## config.mk

```make
export PLATFORM = sky130hd
export DESIGN_NAME = swo_manch_rx
export DESIGN_NICKNAME = d
export VERILOG_FILES = /design/src/rtl/swo_pkg.sv /design/src/rtl/swo_byte_fifo.sv /design/src/rtl/swo_manch_rx.sv
export SDC_FILE = /design/constraint.sdc
export NUM_CORES = 1
export LEC_CHECK = 0
export CAP_MARGIN = 20
export CORE_MARGIN = 3
export CORE_UTILIZATION = 45
export DETAILED_ROUTE_END_ITERATION = 6
export GPL_TIMING_DRIVEN = 0
export HOLD_SLACK_MARGIN = 0.15
export PLACE_DENSITY = 0.65
export SYNTH_ARGS = -nofsm -noshare
export SYNTH_HDL_FRONTEND = slang
export SYNTH_SLANG_ARGS = --single-unit
```

## constraint.sdc

```tcl
create_clock -name clk -period 13.4 [get_ports clk]
set_input_delay 2.01 -clock clk [delete_from_list [all_inputs] [get_ports clk]]
set_output_delay 2.01 -clock clk [all_outputs]
set_load 0.02 [all_outputs]
```

## src/rtl/swo_pkg.sv

```systemverilog
// swo_pkg: shared types for the SWO Manchester receiver.
// Decoder states and per-cycle sample classification.
package swo_pkg;

  typedef enum logic [1:0] {
    IDLE,
    HBLEN,
    BIT0,
    BIT1
  } state_t;

  typedef enum logic [1:0] {
    NONE,
    EDGE_PRE,
    EDGE_MID,
    GLITCH
  } smp_t;

  function automatic smp_t classify(
    input logic o,
    input logic a,
    input logic b
  );
    smp_t c;
    unique case (1'b1)
      (o != a) && (a == b): c = EDGE_PRE;
      (o == a) && (a != b): c = EDGE_MID;
      (o != a) && (a != b): c = GLITCH;
      default:              c = NONE;
    endcase
    return c;
  endfunction

endpackage

```

## src/rtl/swo_byte_fifo.sv

```systemverilog
// swo_byte_fifo: small synchronous FIFO.
// A pop frees the head slot before a same-cycle push lands.
module swo_byte_fifo #(
  parameter int DEPTH = 4,
  parameter int WIDTH = 8
) (
  input  logic             clk,
  input  logic             rst,
  input  logic             push,
  input  logic [WIDTH-1:0] din,
  input  logic             pop,
  output logic [WIDTH-1:0] dout,
  output logic             full,
  output logic             empty
);

  localparam int AW = $clog2(DEPTH);

  logic [WIDTH-1:0] mem [DEPTH];
  logic [AW:0]      wp;
  logic [AW:0]      rp;
  logic             do_pop;
  logic             do_push;

  assign empty = (wp == rp);
  assign full  = (wp[AW] != rp[AW]) &&
                 (wp[AW-1:0] == rp[AW-1:0]);
  assign do_pop  = pop && !empty;
  assign do_push = push && (!full || do_pop);
  assign dout    = mem[rp[AW-1:0]];

  // pointer update; push and pop may both fire
  always_ff @(posedge clk) begin
    if (rst) begin
      wp <= '0;
      rp <= '0;
    end else begin
      if (do_push) wp <= wp + 1'b1;
      if (do_pop)  rp <= rp + 1'b1;
    end
  end

  // storage, cleared so the head reads 0 after reset
  always_ff @(posedge clk) begin
    if (rst) begin
      for (int i = 0; i < DEPTH; i++)
        mem[i] <= '0;
    end else if (do_push) begin
      mem[wp[AW-1:0]] <= din;
    end
  end

endmodule

```

## src/rtl/swo_manch_rx.sv

```systemverilog
// swo_manch_rx: Manchester SWO receiver, two samples per clock.
// Half-bit length is learnt from each packet's start bit.
module swo_manch_rx #(
  parameter int CNT_W      = 17,
  parameter int EOP_SHIFT  = 3,
  parameter int MIN_HBLEN  = 2,
  parameter int FIFO_DEPTH = 4
) (
  input  logic             clk,
  input  logic             rst,
  input  logic             SWOina,
  input  logic             SWOinb,
  output logic [7:0]       out_data,
  output logic             out_valid,
  input  logic             out_ready,
  output logic             pkt_end,
  output logic             frame_err,
  output logic             overflow,
  output logic             glitch,
  output logic             in_packet,
  output logic [CNT_W-1:0] halfbit_len
);

  import swo_pkg::*;

  localparam int W2 = CNT_W + 2;
  localparam int TW = CNT_W + EOP_SHIFT + 1;

  state_t           state, state_n;
  smp_t             cls;
  logic [CNT_W-1:0] cnt, cnt_n;
  logic [CNT_W-1:0] hlen, hlen_n;
  logic [CNT_W-1:0] cnt_inc;
  logic [CNT_W-1:0] closed_s;
  logic [CNT_W-1:0] newrun;
  logic [CNT_W:0]   sum2;
  logic [CNT_W:0]   closed_w;
  logic [2:0]       bitcnt, bitcnt_n;
  logic [7:0]       cons, cons_n;
  logic [W2-1:0]    run2, hx, h3, h5;
  logic [TW-1:0]    tlim;
  logic             old, edge_s;
  logic             run_short, run_over, tmo;
  logic             push, pop, drop;
  logic             full, empty;
  logic             glitch_d, ferr_d, pend_d;

  assign cls    = classify(old, SWOina, SWOinb);
  assign edge_s = (cls == EDGE_PRE) ||
                  (cls == EDGE_MID);

  assign sum2     = {1'b0, cnt} + (CNT_W+1)'(2);
  assign cnt_inc  = sum2[CNT_W] ? '1
                  : sum2[CNT_W-1:0];
  assign closed_w = {1'b0, cnt} +
                    {{CNT_W{1'b0}}, cls == EDGE_MID};
  assign closed_s = closed_w[CNT_W] ? '1
                  : closed_w[CNT_W-1:0];
  assign newrun   = (cls == EDGE_PRE) ? CNT_W'(2)
                  : CNT_W'(1);

  assign run2 = {closed_w, 1'b0};
  assign hx   = W2'(hlen);
  assign h3   = hx + (hx << 1);
  assign h5   = hx + (hx << 2);
  assign run_short = run2 < h3;
  assign run_over  = run2 > h5;

  assign tlim = TW'(hlen) << EOP_SHIFT;
  assign tmo  = TW'(cnt_inc) > tlim;

  // decoder next state, run counter and byte assembly
  always_comb begin
    state_n  = state;
    cnt_n    = cnt;
    hlen_n   = hlen;
    bitcnt_n = bitcnt;
    cons_n   = cons;
    push     = 1'b0;
    glitch_d = 1'b0;
    ferr_d   = 1'b0;
    pend_d   = 1'b0;
    unique case (state)
      IDLE: begin
        cnt_n = '0;
        if (edge_s && SWOinb) begin
          cnt_n   = newrun;
          state_n = HBLEN;
        end
      end
      HBLEN: begin
        cnt_n = cnt_inc;
        if (edge_s) begin
          if (closed_w < (CNT_W+1)'(MIN_HBLEN)) begin
            glitch_d = 1'b1;
            cnt_n    = '0;
            state_n  = IDLE;
          end else begin
            hlen_n   = closed_s;
            bitcnt_n = '0;
            cnt_n    = newrun;
            state_n  = BIT0;
          end
        end
      end
      BIT0, BIT1: begin
        cnt_n = cnt_inc;
        if (edge_s) begin
          cnt_n = newrun;
          if (run_over ||
              (state == BIT1 && !run_short)) begin
            ferr_d  = 1'b1;
            cnt_n   = '0;
            state_n = IDLE;
          end else if (state == BIT0 && run_short) begin
            state_n = BIT1;
          end else begin
            cons_n[bitcnt] = old;
            push     = (bitcnt == 3'd7);
            bitcnt_n = bitcnt + 3'd1;
            state_n  = BIT0;
          end
        end else if (tmo) begin
          pend_d  = (bitcnt == 3'd0);
          ferr_d  = (bitcnt != 3'd0);
          cnt_n   = '0;
          state_n = IDLE;
        end
      end
      default: state_n = IDLE;
    endcase
  end

  // decoder state and registered event pulses
  always_ff @(posedge clk) begin
    if (rst) begin
      state     <= IDLE;
      cnt       <= '0;
      hlen      <= '0;
      bitcnt    <= '0;
      cons      <= '0;
      old       <= 1'b0;
      glitch    <= 1'b0;
      frame_err <= 1'b0;
      pkt_end   <= 1'b0;
      overflow  <= 1'b0;
      in_packet <= 1'b0;
    end else begin
      state     <= state_n;
      cnt       <= cnt_n;
      hlen      <= hlen_n;
      bitcnt    <= bitcnt_n;
      cons      <= cons_n;
      old       <= SWOinb;
      glitch    <= glitch_d;
      frame_err <= ferr_d;
      pkt_end   <= pend_d;
      overflow  <= drop;
      in_packet <= (state_n != IDLE);
    end
  end

  assign halfbit_len = hlen;
  assign out_valid   = !empty;
  assign pop         = out_valid && out_ready;
  assign drop        = push && full && !pop;

  swo_byte_fifo #(
    .DEPTH (FIFO_DEPTH),
    .WIDTH (8)
  ) u_fifo (
    .clk   (clk),
    .rst   (rst),
    .push  (push),
    .din   (cons_n),
    .pop   (pop),
    .dout  (out_data),
    .full  (full),
    .empty (empty)
  );

endmodule

```

Word level (Yosys, flattened, before mapping). Memory sizes are Yosys's and may differ from the RTL's. A register that Yosys moved wholly into a read port is not among the register bits. Index checks and enable logic that the tools add are counted.

Flip-flop bits (word level): 59. Bits in latches: 0. Bits in writable memories: 32. Bits in read-only memories: 0. Output and inout port bits: 31. Logic and storage cells: 132. Memories kept: 1.

Memory list: u_fifo.mem (words 4, width 8, read ports 1, clocked after Yosys merged registers in 1, write ports 4, line swo_byte_fifo.sv:19) `logic [WIDTH-1:0] mem [DEPTH];`.

$add $sub $neg: 7. Multipliers: 0. Div/mod/pow operators: 0. Magnitude comparators: 6. Eq/ne operators: 18. Shift operators: 0. Muxes and demuxes: 50. Bitwise logic cells: 5. Reductions and logical operators: 32.

Operator list (count): 17-bit 2-to-1 mux (5); 17-bit one-hot mux with 3 select lines (1); 8-bit 2-to-1 mux (5); 2-bit 2-to-1 mux (13); 17-bit by 20-bit greater-than comparator with 1-bit output (1); 17-bit by 18-bit adder with 19-bit output (1); 17-bit by 19-bit adder with 19-bit output (1); 19-bit greater-than comparator (1); 19-bit less-than comparator (1); 17-bit by 1-bit adder with 18-bit output (1); 17-bit by 2-bit adder with 18-bit output, second input constant (1); 18-bit by 2-bit less-than comparator with 1-bit output, second input constant (1); 1-bit 2-to-1 mux (16); 3-bit 2-to-1 mux (5); 1-bit logical AND (13); 2-bit one-hot mux with 3 select lines (2); 2-bit inequality test, second input constant (5); 3-bit by 1-bit adder with 3-bit output, second input constant (3); 8-bit bitwise mux (1); 8-bit OR reduction (1); 2-bit == test, second input constant (3); 3-bit one-hot mux with 2 select lines (1); 6-bit AND reduction (1); 1-bit inverter (5); other kinds (19) (30).

Longest topological paths before layout. Gate-level depths: netlist of run 1.

Depth in word-level cells: 18. Depth in mapped cells: 21. Depth with buffers taken out: 20.

By module. From an unflattened synthesis of run 1, not the netlist that was laid out.

Cell total of the unflattened synthesis: 851. Area, all modules: 7586.0 µm².

By module, submodules not included: swo_manch_rx (times used 1, cells an instance 707, area each 5664.2 µm²); swo_byte_fifo (times used 1, cells an instance 144, area each 1921.8 µm²).

Least setup slack after synthesis of run 1. No wires, ideal clock.

Path kind: in2reg. From: input SWOina. To: memory u_fifo.mem[1][0] (enable). Setup time: 0.384 ns. Data arrival time: 5.777 ns. Data required time: 13.016 ns. Setup slack: 7.239 ns. Stages on the path: 16. Buffers on the path: 0. Path through: xnor2_1 > ha_1 > ha_1 > ha_1 > and2_1 > nand3_1 > or3_1 > nand2_1 > ha_1 > a21o_1 > a221o_1 > nand2_1 > nand4b_1 > nor3_1 > nand2_1 > o21ai_0.

RTL lines: start: declaration (line swo_manch_rx.sv:11) `input logic SWOina,`; end: declaration (line swo_byte_fifo.sv:19).

==> flow_metrics.py, run 1 <==
metrics = {
    "global_route": {
        "grt.busiest_layer": "met2",
        "antenna_found_initial": 0,
        "track_usage_pct": 21.0,
        "grt_pass1_wl_um": 30300,
        "grt_pass1_vias": 5747,
        "grt_start_max_net_pins": 20,
        "overflow": 0,
        "use_met3_pct": 2.79,
        "met1_usage_pct": 31.6,
        "use_met2_pct": 32.2,
    },
    "placed_design": {
        "numPortBuffers": 35,
        "place.gp.congestion": 0.871,
        "post_dp_cell_area_sq_um": 7970,
        "dp_hpwl_um": 14200,
    },
    "worst_hold_path": {
        "hold_class": "flip-flop to flip-flop",
        "min_from": "u_fifo.rp[1]",
    },
    "yosys": {
        "synth-edff-count": 32,
        "yosysMostFrequentCell": "ha_1",
        "netlist_top_cells_area": "dfxtp_1 (17%), ha_1 (16%), edfxtp_1 (13%), a21oi_1 (5.0%), xnor2_1 (3.7%)",
        "synth_cells": 822,
        "seq_area_frac_synth_pct": 29.7,
        "ys.flop_type": "dfxtp_1",
        "synth_cell_types": 67,
        "synth.top_cell.area_share_pct": 16.6,
        "yosysTopAreaCell": "dfxtp_1",
        "ys_warn_count": 0,
        "syn-cell-area_sq_um": 7340,
        "yosys_register_bits": 93,
        "async_reset_ff_share_pct": 0,
        "postSynthAreaPerCell_sq_um": 8.93,
        "synth_commonest_cells": "ha_1 (94), a21oi_1 (74), dfxtp_1 (61), nand2_1 (56), nor2_1 (52)",
        "syn-num-nets": 923,
    },
    "cts": {
        "cts_resized": 0,
        "tritoncts": "done",
        "cts_made_buffers": 9,
        "clockBufferDepth": 2,
        "root_buffer": "clkbuf_16",
        "post-cts-setup-buffers": 0,
        "clkSinkCount": 93,
        "h-tree-depth": 3,
        "clk_latency_ps": 360,
        "path_clk_slew_ps": 80,
        "cts_hold_buf": 0,
    },
    "critical_path": {
        "startpoint_type": "input port",
        "cpLargestDelayFamily": "simple AND/OR/NAND/NOR gates",
        "path_class": "input port to flip-flop",
        "cp-startpoint": "SWOinb",
        "cpMostUsedCell": "ha_1",
        "path_cells": "clkdlybuf4s50_1 -> xor2_1 -> ha_1 -> ha_1 -> ha_1 -> and2_1 -> nand3_1 -> o21ai_0 -> nand2_1 -> ha_1 -> nand3_1 -> nor3_1 -> nand4_1 -> o211ai_1 -> nand4b_1 -> nor3b_1 -> clkbuf_1 -> nand2_1 -> a211oi_1",
        "cp.arrival_ps": 7630,
        "cp-end-kind": "flip-flop",
        "critPathBufInv": 2,
        "r2r-start": "halfbit_len[0]",
        "crit_path_max_fanout": 10,
        "cp_slowest_cell": "nor3b_1",
        "worstPathRequired_ps": 13580,
        "max_stage_delay_ps": 640,
    },
    "layout": {
        "drive_gt1_share_pct": 7.44,
        "postLayoutCoreUtil_pct": 51.8,
        "stdcell_area_sq_um": 8270,
        "fill_cells": 1504,
        "n_antenna_cell": 0,
        "fin_nets": 970,
        "area_growth_pct": 12.7,
    },
    "timing": {
        "fin_crit_sh_pct": 55.6,
        "fmax_mhz": 134,
        "layout_min_cycle_time_ps": 7450,
        "tightest_slew_ps": 977,
        "finalSetupViolations": 0,
        "grt_setup_unrepaired": "false",
        "finalClockSkew_ps": 10.1,
        "finalSetupTns_ps": 0,
        "slew_headroom_pct": 34.2,
        "holdWs_ps": 512,
        "hold_violations": 0,
        "drv_slew": 0,
    },
    "drt": {
        "wl_per_cell_um": 17.1,
        "drc_errors": 0,
        "antenna_left": 0,
        "avgViaCountPerCell": 5.80,
        "firstDrtPassIters": 5,
        "drt-total-wl_um": 18600,
        "drtIter0Drc": 530,
        "dr_total_vias": 6327,
    },
    "floorplan": {
        "num_rows": 46,
        "dieArea_sq_um": 17900,
        "fp.dieH_um": 134,
        "initial_core_util_pct": 46.0,
        "design.core.area_sq_um": 15900,
        "die_width_um": 134,
        "ios": 36,
    },
    "power": {
        "total_power_mw": 0.685,
        "p_per_area_nw_per_um2": 82.8,
        "vdd_ir_drop_max_mv": 0.0588,
        "leakage_nw": 3.36,
    },
    "run_status": {
        "outcome": "completed",
    },
    "flow_run": {
        "timing.max_cap.violations": 0,
    },
}
[per-layer routing]
metal | routed length (um) | vias up | share of wire [%]
li1 | - | 3166 | -
met1 | 9530 | 2997 | 51
met2 | 8040 | 144 | 43
met3 | 776 | 20 | 4.2
met4 | 269 | 0 | 1.4
met5 | 0 | - | 0
[worst paths after layout]
check | endpoint | slack, ps | depth (start not counted)
worst max-delay path | u_fifo.mem[3][6] | 5950 | 19
worst min-delay path | u_fifo.rp[1] | 510 | 2
worst max register to register | u_fifo.mem[3][6] | 7230 | 21
worst min register to register | u_fifo.rp[1] | 510 | 2
[stage by stage]
step	std cells	setup slack, ps
floorplan	822	7240
global placement	1073	5370
global route	1090	5500
finish	1090	5950
detailed placement	1074	5750
CTS	1090	6120
[worst min-delay path, delay by kind of cell (launching register included)]
| kind | cells | cell delay (ps) |
|---|---|---|
| DFF | 1 | 340 |
| and+or+nand+nor | 1 | 60 |
| AOI/OAI and AO/OA | 1 | 70 |
[kinds of logic (layout without fill, tap and decap cells)]
group	count (synthesis)	after routing	share of synthesized area (%)
AO/OA/AOI/OAI	227	227	21.1
XOR/XNOR	57	57	6.80
adder cells (fa/ha/maj)	96	96	16.6
buffers and inverters	76	128	4.45
flip-flops	93	93	29.7
multiplexers	10	10	2.75
AND/OR/NAND/NOR	263	263	18.5
[power by group]
group | switching (mW) | total (mW) | internal [mW]
clock | 0.127 | 0.260 | 0.133
sequential | 0.00526 | 0.304 | 0.299
combinational | 0.0725 | 0.121 | 0.0481
[cell usage in the layout (no fill, tap or decap), drive strengths merged, types with 33 or more instances in the layout]
| cell type | n |
|---|---|
| ha | 94 |
| a21oi | 74 |
| dfxtp | 61 |
| nand2 | 56 |
| nor2 | 52 |
| inv | 45 |
| nand3 | 41 |
| a211oi | 40 |
| clkdlybuf4s50 | 35 |
| clkbuf | 33 |
[state kept, by name, indices dropped and copies added, names as in the netlist, 2 cells and up, named ones only]
name,cells
u_fifo.mem,32
state,2
cons,8
halfbit_len,17
bitcnt,3
cnt,17
u_fifo.rp,3
u_fifo.wp,3
[final cells by class]
class / count / area, sq um / share of cell area (%)
timing repair buffer: 36 / 358 / 4.33
tap: 216 / 270 / 3.27
clock inverter: 7 / 75.1 / 0.908
clock buffer: 9 / 225 / 2.72
buffer: 34 / 169 / 2.04
sequential: 93 / 2180 / 26.4
multi-input combinational: 653 / 4830 / 58.4
inverter: 42 / 158 / 1.91
Power figures use the tool's default switching activity.
==> inputs of run 2 (changes only) <==
--- a/config.mk
+++ b/config.mk
@@ -11,7 +11,7 @@
 export DETAILED_ROUTE_END_ITERATION = 6
 export GPL_TIMING_DRIVEN = 0
 export HOLD_SLACK_MARGIN = 0.15
-export PLACE_DENSITY = 0.65
+export PLACE_DENSITY = 0.68
 export SYNTH_ARGS = -nofsm -noshare
 export SYNTH_HDL_FRONTEND = slang
 export SYNTH_SLANG_ARGS = --single-unit
==> constraint.sdc (replaced) <==
create_clock -name clk -period 6.2 [get_ports clk]
set_input_delay 0.93 -clock clk [delete_from_list [all_inputs] [get_ports clk]]
set_output_delay 0.93 -clock clk [all_outputs]
set_load 0.02 [all_outputs]
==> run 2 against run 1 <==
Clock power grew 120%. Global-route usage is 0.25 points higher. Clock skew is 1.7 ps higher. Register-to-register slack got worse by 6800 ps. Utilization rose by 0.32 points. Combinational power increased by 120%. Design area grew 0.62%. Critical path depth down 2. Critical path type unchanged.
==> flow_metrics.py, run 2 (synthesis gave the netlist of run 1 again) <==
metrics = {
    "run_status": {
        "outcome": "completed",
    },
    "placed_design": {
        "dp_hpwl_um": 14300,
        "numPortBuffers": 35,
        "place.gp.congestion": 0.924,
    },
    "drt": {
        "antenna_left": 0,
        "dr_total_vias": 6383,
        "avgViaCountPerCell": 5.85,
        "drt-total-wl_um": 18800,
        "drtIter0Drc": 516,
        "firstDrtPassIters": 5,
        "wl_per_cell_um": 17.2,
        "drc_errors": 0,
    },
    "cts": {
        "root_buffer": "clkbuf_16",
        "clk_latency_ps": 360,
        "cts_made_buffers": 9,
        "cts_hold_buf": 0,
        "clkSinkCount": 93,
        "h-tree-depth": 3,
        "clockBufferDepth": 2,
        "tritoncts": "done",
        "path_clk_slew_ps": 70,
    },
    "critical_path": {
        "worstPathRequired_ps": 6370,
        "crit_path_max_fanout": 10,
        "startpoint_type": "input port",
        "reg2regPathDepth": 19,
        "cp.arrival_ps": 6080,
        "path_class": "input port to flip-flop",
        "cp-end-kind": "flip-flop",
        "r2r-start": "halfbit_len[2]",
        "cp-startpoint": "SWOinb",
    },
    "global_route": {
        "grt_start_max_net_pins": 20,
        "grt_pass1_wl_um": 30900,
        "overflow": 0,
        "grt_pass1_vias": 6077,
        "antenna_found_initial": 0,
        "track_usage_pct": 21.3,
    },
    "timing": {
        "fmax_mhz": 169,
        "slew_headroom_pct": 44.7,
        "drv_slew": 0,
        "hold_violations": 0,
        "layout_min_cycle_time_ps": 5910,
        "finalClockSkew_ps": 11.8,
        "finalSetupViolations": 0,
        "holdWs_ps": 508,
        "tightest_slew_ps": 819,
        "fin_crit_sh_pct": 95.3,
    },
    "layout": {
        "final_common_cell": "ha_1",
        "largest-register": "u_fifo.mem",
        "final_cell_mix": "ha_1 (94), a21oi_1 (74), dfxtp_1 (61)",
        "largest_reg_flops": 32,
        "area_growth_pct": 13.4,
        "fin_nets": 971,
        "drive_gt1_share_pct": 8.57,
        "n_antenna_cell": 0,
    },
    "floorplan": {
        "num_rows": 46,
        "design.core.area_sq_um": 15900,
        "ios": 36,
        "die_width_um": 134,
        "dieArea_sq_um": 17900,
        "initial_core_util_pct": 46.0,
        "fp.dieH_um": 134,
    },
    "power": {
        "total_power_mw": 1.48,
        "vdd_ir_drop_max_mv": 0.140,
        "p_per_area_nw_per_um2": 178,
        "leakage_nw": 3.38,
    },
    "worst_hold_path": {
        "min_from": "u_fifo.rp[1]",
        "holdPathStages": 2,
        "hold_class": "flip-flop to flip-flop",
    },
    "flow_run": {
        "timing.max_cap.violations": 0,
    },
}
-- run 2: cell types whose count changed in the layout (fill, tap and decap cells not counted), moves of 2 or more --
cell / change
inv_8: +2
nor3_1: -2
nor3_2: +2
o21ai_0: -2
o21ai_2: +2
-- run 2: worst paths after layout --
| kind | to | slack (ps) |
|---|---|---|
| worst max-delay path | u_fifo.mem[2][3] | 290 |
| worst min-delay path | flip-flop | 510 |
| worst max register to register | u_fifo.mem[2][3] | 440 |
| worst min register to register | flip-flop | 510 |
-- run 2: metrics by stage --
step                      cells  TNS [ps]  utilization (%)  worst slack [ps]  area (sq um)
final                      1091         0             52.2               289          8320
after global placement     1073    -32120             49.9              -964          7960
after CTS                  1090         0             51.9              21.4          8280
after floorplan             822         0                -              1120          7340
after detailed placement   1074    -30760             50.0              -685          7970
after global routing       1091     -31.3             52.2             -20.1          8320
-- run 2: critical path: stages --
cell and delay [ps]:
clkdlybuf4s50_1 540, xor2_1 210, ha_1 200, ha_1 230, ha_1 270, and2_1 240
nand3_1 210, xnor2_1 490, ha_1 340, a21o_1 160, a21o_1 190, o311ai_1 470
a21boi_1 350, nor3b_2 380, clkbuf_2 300, nand4_1 250, a211oi_1 330
-- run 2: layout make-up --
type | instances | area (sq um)
well taps | 216 | 270
inverters | 42 | 158
clock buffers | 9 | 225
clock inverters | 7 | 72.6
repair buffers | 37 | 365
plain buffers | 34 | 170
flip-flops and latches | 93 | 2180
multi-input cells | 653 | 4870
fillers | 1535 | 7630
-- run 2: what timing repair did --
action,in CTS,in global routing
endpoints found under the hold margin,0,0
gates resized for setup,4,9
pin swaps,0,2
buffers inserted,0,1
setup endpoints to repair,45,76
-- run 2: layer usage --
layer / GRT usage, % / share of wire, %
met1: 31.5 / 51
met2: 33.2 / 44
met3: 3.70 / 4.3
met4: 3.43 / 0.78
met5: 0 / 0
-- run 2: power by group --
group	leakage, nW	internal (mW)	switching [mW]	total [mW]
clock network	0.145	0.287	0.273	0.560
logic	2.44	0.107	0.159	0.266
registers	0.796	0.646	0.0113	0.658
